### src/rtl/fd_ctrl_pkg.sv
// Shared types and constants for the divider-sharing arbiter.
package fd_ctrl_pkg;

  // Controller states: wait for a request, launch the divider, wait for it, hand out the result.
  typedef enum logic [1:0] {
    IDLE  = 2'd0,
    ISSUE = 2'd1,
    BUSY  = 2'd2,
    RESP  = 2'd3
  } fd_state_t;

  // Response status codes.
  localparam logic [1:0] ST_OK = 2'b00;  // divider produced the result
  localparam logic [1:0] ST_DZ = 2'b01;  // divisor was zero, divider not used
  localparam logic [1:0] ST_TO = 2'b10;  // divider never answered

endpackage

### src/rtl/fd_rr_picker.sv
// Combinational round-robin picker: first set request at or after ptr, wrapping around.
module fd_rr_picker #(
  parameter int  N_REQ = 4,
  localparam int ID_W  = $clog2(N_REQ)
) (
  input  logic [N_REQ-1:0] req,
  input  logic [ID_W-1:0]  ptr,
  output logic [N_REQ-1:0] grant,
  output logic [ID_W-1:0]  idx,
  output logic             any
);

  logic [N_REQ-1:0] upper_req;
  logic [N_REQ-1:0] search_req;

  // Requests at or above the pointer get priority; only if none exist do we wrap to the bottom.
  genvar gi;
  generate
    for (gi = 0; gi < N_REQ; gi++) begin : g_upper
      assign upper_req[gi] = req[gi] & (ID_W'(gi) >= ptr);
    end
  endgenerate

  assign search_req = (|upper_req) ? upper_req : req;
  assign any        = |req;

  // Lowest set bit of the search vector is the winner.
  always_comb begin
    idx = '0;
    for (int i = N_REQ - 1; i >= 0; i--) begin
      if (search_req[i]) idx = ID_W'(i);
    end
  end

  generate
    for (gi = 0; gi < N_REQ; gi++) begin : g_grant
      assign grant[gi] = any && (idx == ID_W'(gi));
    end
  endgenerate

endmodule

### src/rtl/fd_div_arbiter.sv
// Shares one divider between N_REQ requesters: round-robin grant, single job in flight,
// watchdog on the divider, tagged result returned over a valid/ready port.
module fd_div_arbiter
  import fd_ctrl_pkg::*;
#(
  parameter int  WIDTH   = 16,
  parameter int  N_REQ   = 4,
  parameter int  TIMEOUT = 64,
  localparam int ID_W    = $clog2(N_REQ),
  localparam int WD_W    = $clog2(TIMEOUT + 1)
) (
  input  logic               clk,
  input  logic               rst_n,
  input  logic [N_REQ-1:0]   req_valid,
  output logic [N_REQ-1:0]   req_ready,
  input  logic [N_REQ*WIDTH-1:0] req_dividend,
  input  logic [N_REQ*WIDTH-1:0] req_divisor,
  output logic               rsp_valid,
  input  logic               rsp_ready,
  output logic [ID_W-1:0]    rsp_id,
  output logic [WIDTH-1:0]   rsp_quotient,
  output logic [WIDTH-1:0]   rsp_remainder,
  output logic [1:0]         rsp_status,
  output logic               div_start,
  output logic [WIDTH-1:0]   div_dividend,
  output logic [WIDTH-1:0]   div_divisor,
  input  logic               div_done,
  input  logic [WIDTH-1:0]   div_quotient,
  input  logic [WIDTH-1:0]   div_remainder
);

  fd_state_t        state_reg, state_next;
  logic [ID_W-1:0]  ptr_reg;
  logic [WD_W-1:0]  wd_reg;
  logic [ID_W-1:0]  rsp_id_reg;
  logic [WIDTH-1:0] rsp_quotient_reg;
  logic [WIDTH-1:0] rsp_remainder_reg;
  logic [1:0]       rsp_status_reg;
  logic [WIDTH-1:0] div_dividend_reg;
  logic [WIDTH-1:0] div_divisor_reg;

  logic [N_REQ-1:0] pick_grant;
  logic [ID_W-1:0]  pick_idx;
  logic             pick_any;
  logic [WIDTH-1:0] pick_dividend;
  logic [WIDTH-1:0] pick_divisor;
  logic             transfer;
  logic             wd_expired;

  fd_rr_picker #(.N_REQ(N_REQ)) u_picker (
    .req   (req_valid),
    .ptr   (ptr_reg),
    .grant (pick_grant),
    .idx   (pick_idx),
    .any   (pick_any)
  );

  assign pick_dividend = req_dividend[int'(pick_idx) * WIDTH +: WIDTH];
  assign pick_divisor  = req_divisor[int'(pick_idx) * WIDTH +: WIDTH];

  // Grants are only offered while idle and out of reset, so a requester never sees a phantom handshake.
  assign req_ready  = (rst_n && state_reg == IDLE) ? pick_grant : '0;
  assign transfer   = (state_reg == IDLE) && pick_any;
  // Last permitted BUSY cycle: watchdog has counted TIMEOUT-1 cycles already.
  assign wd_expired = (wd_reg == WD_W'(TIMEOUT - 1));

  assign rsp_valid     = (state_reg == RESP);
  assign rsp_id        = rsp_id_reg;
  assign rsp_quotient  = rsp_quotient_reg;
  assign rsp_remainder = rsp_remainder_reg;
  assign rsp_status    = rsp_status_reg;
  assign div_start     = (state_reg == ISSUE);
  assign div_dividend  = div_dividend_reg;
  assign div_divisor   = div_divisor_reg;

  // Next-state selection; a zero divisor bypasses the divider entirely.
  always_comb begin
    state_next = state_reg;
    case (state_reg)
      IDLE:    if (transfer) state_next = (pick_divisor == '0) ? RESP : ISSUE;
      ISSUE:   state_next = BUSY;
      BUSY:    if (div_done || wd_expired) state_next = RESP;
      RESP:    if (rsp_ready) state_next = IDLE;
      default: state_next = IDLE;
    endcase
  end

  // State, pointer, watchdog and the operand/result registers.
  always_ff @(posedge clk) begin
    if (!rst_n) begin
      state_reg         <= IDLE;
      ptr_reg           <= '0;
      wd_reg            <= '0;
      rsp_id_reg        <= '0;
      rsp_quotient_reg  <= '0;
      rsp_remainder_reg <= '0;
      rsp_status_reg    <= ST_OK;
      div_dividend_reg  <= '0;
      div_divisor_reg   <= '0;
    end else begin
      state_reg <= state_next;
      case (state_reg)
        IDLE: begin
          if (transfer) begin
            rsp_id_reg       <= pick_idx;
            div_dividend_reg <= pick_dividend;
            div_divisor_reg  <= pick_divisor;
            if (pick_divisor == '0) begin
              rsp_quotient_reg  <= '1;
              rsp_remainder_reg <= pick_dividend;
              rsp_status_reg    <= ST_DZ;
            end
          end
        end
        ISSUE: wd_reg <= '0;
        BUSY: begin
          wd_reg <= wd_reg + WD_W'(1);
          // A done arriving on the timeout cycle still counts as success.
          if (div_done) begin
            rsp_quotient_reg  <= div_quotient;
            rsp_remainder_reg <= div_remainder;
            rsp_status_reg    <= ST_OK;
          end else if (wd_expired) begin
            rsp_quotient_reg  <= '0;
            rsp_remainder_reg <= '0;
            rsp_status_reg    <= ST_TO;
          end
        end
        RESP: begin
          if (rsp_ready) begin
            ptr_reg <= (rsp_id_reg == ID_W'(N_REQ - 1)) ? '0 : rsp_id_reg + ID_W'(1);
          end
        end
        default: ;
      endcase
    end
  end

endmodule

### config.mk
export PLATFORM = sky130hd
export DESIGN_NAME = fd_div_arbiter
export DESIGN_NICKNAME = d
export VERILOG_FILES = /design/src/rtl/fd_ctrl_pkg.sv /design/src/rtl/fd_rr_picker.sv /design/src/rtl/fd_div_arbiter.sv
export SDC_FILE = /design/constraint.sdc
export NUM_CORES = 1
export LEC_CHECK = 0
export ABC_AREA = 1
export CORE_AREA = 4 4 113 115
export DETAILED_ROUTE_END_ITERATION = 10
export DIE_AREA = 0 0 117 119
export PLACE_DENSITY = 0.8
export SKIP_CTS_REPAIR_TIMING = 1
export SYNTH_ARGS = -nofsm -noshare
export SYNTH_HDL_FRONTEND = slang
export SYNTH_SLANG_ARGS = --single-unit
export TNS_END_PERCENT = 1
### constraint.sdc
create_clock -name clk -period 2.9 [get_ports clk]
set_clock_uncertainty 0.2 [all_clocks]
set_input_delay 0.58 -clock clk [delete_from_list [all_inputs] [get_ports clk]]
set_output_delay 0.58 -clock clk [all_outputs]
set_load 0.05 [all_outputs]
==> metrics.md <==
| Metric | Value |
|---|---|
| Status | complete, no violations |
| Starting Density | 0.3915 |
| Die X | 117 um |
| Cts bufs inserted | 9 |
| First-pass GRT wire length | 25880 um |
| Longest Clk Path Bufs | 2 |
| Syn avg cell area | 6.275 um^2 |
| Reg clk slew, reported paths | 0.06 ns |
| Fmax | 369.1 MHz |
| Metal2 WL | 8506 um |
| Core area | 11810 um^2 |
| Startpoint Class | register |
| Post-layout instance area | 7866 um^2 |
| Vias in the first global route | 5402 |
| Remaining global-route overflow | 0 |
| CTS tree | done |
| RSZ-0062 raised after global routing | no |
| GPL Wtd Cong | 0.8771 |
| Crit-path max FO | 19 |
| Power Density | 1141 nW/um^2 |
| Worst Path Class, Setup | reg -> reg |
| Die area | 13920 um^2 |
| Initial antenna violation count | 2 |
| Htree depth | 3 |
| Leak pwr | 3.511 nW |
| Net count after synthesis | 912 |
| Wire per inst | 15.17 um |
| Clk Latency, worst-skew pair | 0.33 ns |
| Area growth syn-to-layout | 70.10% |
| Synth unique cells | 29 |
| Required @ worst endpoint | 2.96 ns |
| Fin. Hold Viols | 0 |
| Rows | 40 |
| Ys Warns | 0 |
| Post-Layout Cell Count | 1146 |
| Synthesized instance count | 737 |
| Largest net degree at the start of global routing | 41 |
| Routed WL | 17390 um |
| Sink Count | 79 |
| Final period util | 0.9342 |
| Placement Cell Area | 7403 um^2 |
| GRT Total Usage | 0.2338 |
| Detailed Route Iter0 Violations | 501 |
| WL met1 | 7043 um |
| Max cap viols | 0 |
| Final Critical Period | 2.709 ns |
| Flops & latches, synth | 79 |
| Met3 wire length | 1249 um |
| Ports | 242 |
| Data arrival time of the worst path | 2.76 ns |
| Inst Count DP | 1122 |
| Routed vias | 5811 |
| Slew headroom | 0.3956 |
| Peak VDD IR | 518.6 uV |
| Max Used Layer | met4 |
| Post-route ant nets | 0 |
| Final setup viols | 0 |
| Detailed-route DRC error count | 0 |
| Post-DP HPWL | 12800 um |
| Actual slew at the worst max-slew pin | 0.9066 ns |
| Via/cell ratio | 5.071 |
| Nets | 1168 |
| Fin. max-slew vios | 0 |
| Proportion of layout cells with a drive suffix above 1 | 0.09428 |
| Port Buffer Count | 241 |
| CP Capture Type | register |
| Pre-antenna DRT Iters | 5 |
| Sequential share of the synthesized area | 0.3420 |
| Hold Path Class | reg -> reg |
| Die Y | 119 um |
| Mapped Area | 4624 um^2 |
| Root Driver | clkbuf_16 |
-- cell usage in the layout (no fill, tap or decap), types with 4 or more instances in the layout --
cell / instances
clkdlybuf4s50_1: 233
clkbuf_16: 11
nand3_2: 5
o21ai_0: 37
ha_1: 6
nor2_2: 4
nor2_1: 108
nand3_1: 73
dlymetal6s2s_1: 4
buf_4: 38
nor3_1: 8
dfxtp_1: 79
nand2_2: 4
inv_1: 32
buf_12: 9
nand2_1: 238
a22oi_1: 31
a21oi_1: 40
-- layout make-up --
| class | instances | area [um^2] |
|---|---|---|
| inverter | 38 | 145.1 |
| fill | 1068 | 3945 |
| antenna | 2 | 5.005 |
| clock inverter | 5 | 57.56 |
| clock buffer | 10 | 239.0 |
| multi-input combinational | 576 | 2719 |
| tap | 147 | 183.9 |
| timing repair buffer | 289 | 2935 |
| sequential | 79 | 1582 |
-- final timing paths --
| kind | start | to | slack (ns) | cells past startpoint |
|---|---|---|---|---|
| worst min register to register | rsp_quotient[0] | rsp_quotient[0] | 0.26 | 2 |
| worst max-delay path | wd_reg[0] | rsp_quotient[11] | 0.19 | 9 |
| worst min-delay path | rsp_quotient[0] | rsp_quotient[0] | 0.26 | 2 |
| worst max register to register | wd_reg[0] | rsp_quotient[11] | 0.19 | 9 |
-- kinds of logic (layout without fill, tap and decap cells) --
kind of cell             after synthesis  after routing  share of synthesized area
flip-flops                            79             79                     0.3420
other                                  0              2                          0
adder cells (fa/ha/maj)                7              7                    0.01894
AND/OR/NAND/NOR                      450            451                     0.4056
AO/OA/AOI/OAI                        117            118                     0.1477
buffers and inverters                 84            342                    0.08577
-- worst max-delay path: stages (launching register included) --
cell      delay (ns)
dfxtp_1         0.36
ha_1            0.19
nand2_1         0.10
nor4_2          0.21
a21oi_1         0.13
o21bai_1        0.28
a21oi_4         0.59
buf_4           0.30
nand3_1         0.09
a21oi_1         0.16
-- power by group --
part,switching (mW),internal [mW]
Combinational,3.83,2.13
Clock,0.446,0.687
Sequential,0.295,1.59
Total,4.57,4.40
-- per-layer routing --
layer	track usage	up-vias
met3	0.05742	39
met1	0.2797	2625
met5	0	-
met4	0.1133	0
met2	0.3862	232
li1	-	2915
-- stage by stage --
| stage | utilization | hold slack, ns | setup slack [ns] | TNS, ns | power (mW) |
|---|---|---|---|---|---|
| floorplan | - | 0.2748 | -0.3326 | -0.7159 | 5.612 |
| global route | 0.6660 | 0.2826 | 0.01957 | 0 | 9.530 |
| detailed placement | 0.6268 | 0.2541 | -0.3142 | -10.95 | 7.556 |
| finish | 0.6660 | 0.2599 | 0.1908 | 0 | 8.974 |
| CTS | 0.6519 | 0.2625 | -0.08502 | -0.6687 | 8.740 |
| global placement | 0.6268 | 0.2494 | -0.2832 | -9.191 | 7.499 |
-- synth_stat cells, drive strengths merged --
library cell,number,area [um^2]
nand3,78,415.4
nand2,245,949.7
nor2,112,422.9
nand4,2,12.51
ha,7,87.58
a22oi,32,240.2
a21oi,43,222.7
o21bai,2,15.01
o21a,1,7.510
dfxtp,79,1582
clkbuf,20,75.07
o21ai,38,190.2
buf,26,178.9
inv,35,131.4
nor4,2,12.51
clkinv,3,11.26
a211oi,1,7.510
nor3b,3,22.52
nor3,8,40.04
(Power assumes the default switching activity.)
==> variant, RTL diff (config.mk and constraints unchanged) <==
Register the input `div_quotient` before use. The logic sees it one clock later. The other inputs are not delayed to match.
--- a/src/rtl/fd_div_arbiter.sv
+++ b/src/rtl/fd_div_arbiter.sv
@@ -28,6 +28,12 @@
   input  logic [WIDTH-1:0]   div_quotient,
   input  logic [WIDTH-1:0]   div_remainder
 );
+
+  logic [WIDTH-1:0] div_quotient_q;
+
+  always_ff @(posedge clk) begin
+    div_quotient_q <= div_quotient;
+  end
 
   fd_state_t        state_reg, state_next;
   logic [ID_W-1:0]  ptr_reg;
@@ -117,7 +123,7 @@
           wd_reg <= wd_reg + WD_W'(1);
           // A done arriving on the timeout cycle still counts as success.
           if (div_done) begin
-            rsp_quotient_reg  <= div_quotient;
+            rsp_quotient_reg  <= div_quotient_q;
             rsp_remainder_reg <= div_remainder;
             rsp_status_reg    <= ST_OK;
           end else if (wd_expired) begin
Check against the original RTL: not equivalent (a bounded check fails within 4 cycles, from zero or initial values and one cycle with rst_n low).
==> variant against the original RTL <==
- die area stayed put
- wire length grew 3.5%
- largest cell class unchanged
- sequential cell count grew 16
- total power fell by 7.0%
- setup slack got worse by 0.097 ns
- synthesized cell count rose by 7.5%
- area after synthesis up 10%
- final area increased by 8.0%
- critical endpoint is now req_ready[2]
==> variant: results (changes against the original RTL) <==
metric	value	unit	change
status	completed		
RR Endpoint	rsp_remainder[6]		
Pre-Repair DR Iteration Count	5		unchanged
# H-tree levels	3		unchanged
Fillers	992		-7.1%
CP arrival	2.03	ns	-0.73 ns
Diodes inserted	0		-2
I/O Buffers	241		unchanged
largest net degree at the start of global routing	41		unchanged
clock root cell	clkbuf_16		
Placed Cells	1184		+5.5%
final wirelength	18000	um	+3.5%
DR vias	6047		+4.1%
reg2reg setup slack	0.14	ns	-0.05 ns
post-synthesis sequential area ratio	0.3722		+0.03019
worst hold path type	register to register		
Final Wtd Congestion	0.8831		+0.68%
Iteration-0 DRC Markers	394		-21%
Worst Setup EP	req_ready[2]		
slowest CP cell	dfxtp_2		
worst skew pair latency	0.34	ns	
layout cells sized above 1	0.1028		+0.008547
global-route wire length before repair	27490	um	+6.2%
Lkg Pwr	3.854	nW	+9.8%
max_cap viols	0		unchanged
max incr delay on CP	0.35	ns	-0.24 ns
pre-CTS setup slack	-0.4444	ns	-0.1302 ns
CP startpoint	ptr_reg[0]		
Avg Inst Size Synth	6.452	um^2	+2.8%
antenna violations before repair	0		-2
final cell count without fillers	1207		+5.3%
Syn Nets	967		+6.0%
Post-synth top cells	162 x nand2_1, 140 x nor2_1, 117 x nand3_1, 95 x dfxtp_1, 78 x inv_1		
hpwl dp	13490	um	+5.4%
clock-pin slew on the worst setup and hold paths	0.07	ns	
Worst-Margin Slew	0.5719	ns	-0.3347 ns
ranking of synthesized cells by area	dfxtp_1 37%, nand2_1 12%, nand3_1 11%, nor2_1 10%, inv_1 5.7%		
reg2reg path depth	19		+10
RR Startpoint	ptr_reg[0]		
Synth Area in Compound Gates	0.09941		-0.04831
CP Max Fanout	12		-7
mux share of post-synthesis cell area	0		unchanged
Worst Slack Setup Final	0.09353	ns	-0.09727 ns
nets	1230		+5.3%
Adder-Cell Fraction of Synth Area	0.01714		-0.001799
vias in the first global route	5688		+5.3%
die area	0.01392	mm^2	unchanged
Hold Startpoint	rsp_remainder[1]		
Ys Warns	0		unchanged
Post-Synth XOR/XNOR Area	0		unchanged
Worst VDD drop	0.8115	mV	+56%
fraction of registers with async set/reset	0		unchanged
Total GRT Usage	0.2468		+0.01292
Inserted Clock Buffers	9		unchanged
sw frac	0.4861		-0.02312
CTS Buffer Depth	2		unchanged
synth unique cells	31		+6.9%
variant: cell count changes after synthesis, sizes merged, moves of 5 or more:
cell / delta
a21oi: -14
a22oi: -16
clkbuf: +5
dfxtp: +16
inv: +45
nand2: -73
nand3: +40
nand4: +20
nor2: +31
variant: cells by family (layout without fill, tap and decap cells):
family,Yosys count,after routing
AO/OA/AOI/OAI,88,88
flip-flops,95,95
buffers and inverters,129,396
AND/OR/NAND/NOR,473,474
adder cells (fa/ha/maj),7,7
variant: worst min path at each step:
| stage | slack (ns) | depth (start not counted) | endpoint |
|---|---|---|---|
| after global placement | 0.26 | 2 | rsp_remainder[14] |
| after floorplan | 0.27 | 2 | ptr_reg[0] |
| after global routing | 0.31 | 2 | rsp_remainder[15] |
| after CTS | 0.29 | 2 | rsp_remainder[1] |
| final | 0.28 | 2 | rsp_remainder[1] |
| after detailed placement | 0.27 | 2 | rsp_remainder[1] |
variant: metal layers:
layer  GRT usage  wire (um)
met1      0.3050       7417
met4     0.07814        467
met3     0.07266       1286
met5           0          0
met2      0.4090       8823
variant: worst max-delay path, delay by kind of cell (launching register included):
family,cells,cell delay (ns)
DFF,1,0.35
buffers and inverters,4,0.53
and+or+nand+nor,7,0.79
variant: final cells by class:
cell class | instances | area share
clock inverter | 5 | 0.007657
clock buffer | 11 | 0.02857
tap | 147 | 0.02165
sequential | 95 | 0.2244
timing repair buffer | 299 | 0.3564
multi-input combinational | 569 | 0.3256
inverter | 81 | 0.03578
variant: power groups by stage:
| stage | logic [mW] | registers [mW] | clock network, mW |
|---|---|---|---|
| after floorplan | 2.01 | 3.20 | 0 |
| after global placement | 4.90 | 1.97 | 0 |
| after detailed placement | 4.97 | 1.98 | 0 |
| after CTS | 4.99 | 1.96 | 1.23 |
| after global routing | 5.59 | 2.01 | 1.30 |
| final | 5.17 | 1.96 | 1.21 |
variant: through the flow:
stage	instance area (um^2)	hold WS (ns)
6_report	8497	0.2819
5_1_grt	8497	0.3098
4_1_cts	8312	0.2850
3_5_place_dp	8004	0.2688
3_3_place_gp	8004	0.2586
2_1_floorplan	5110	0.2740
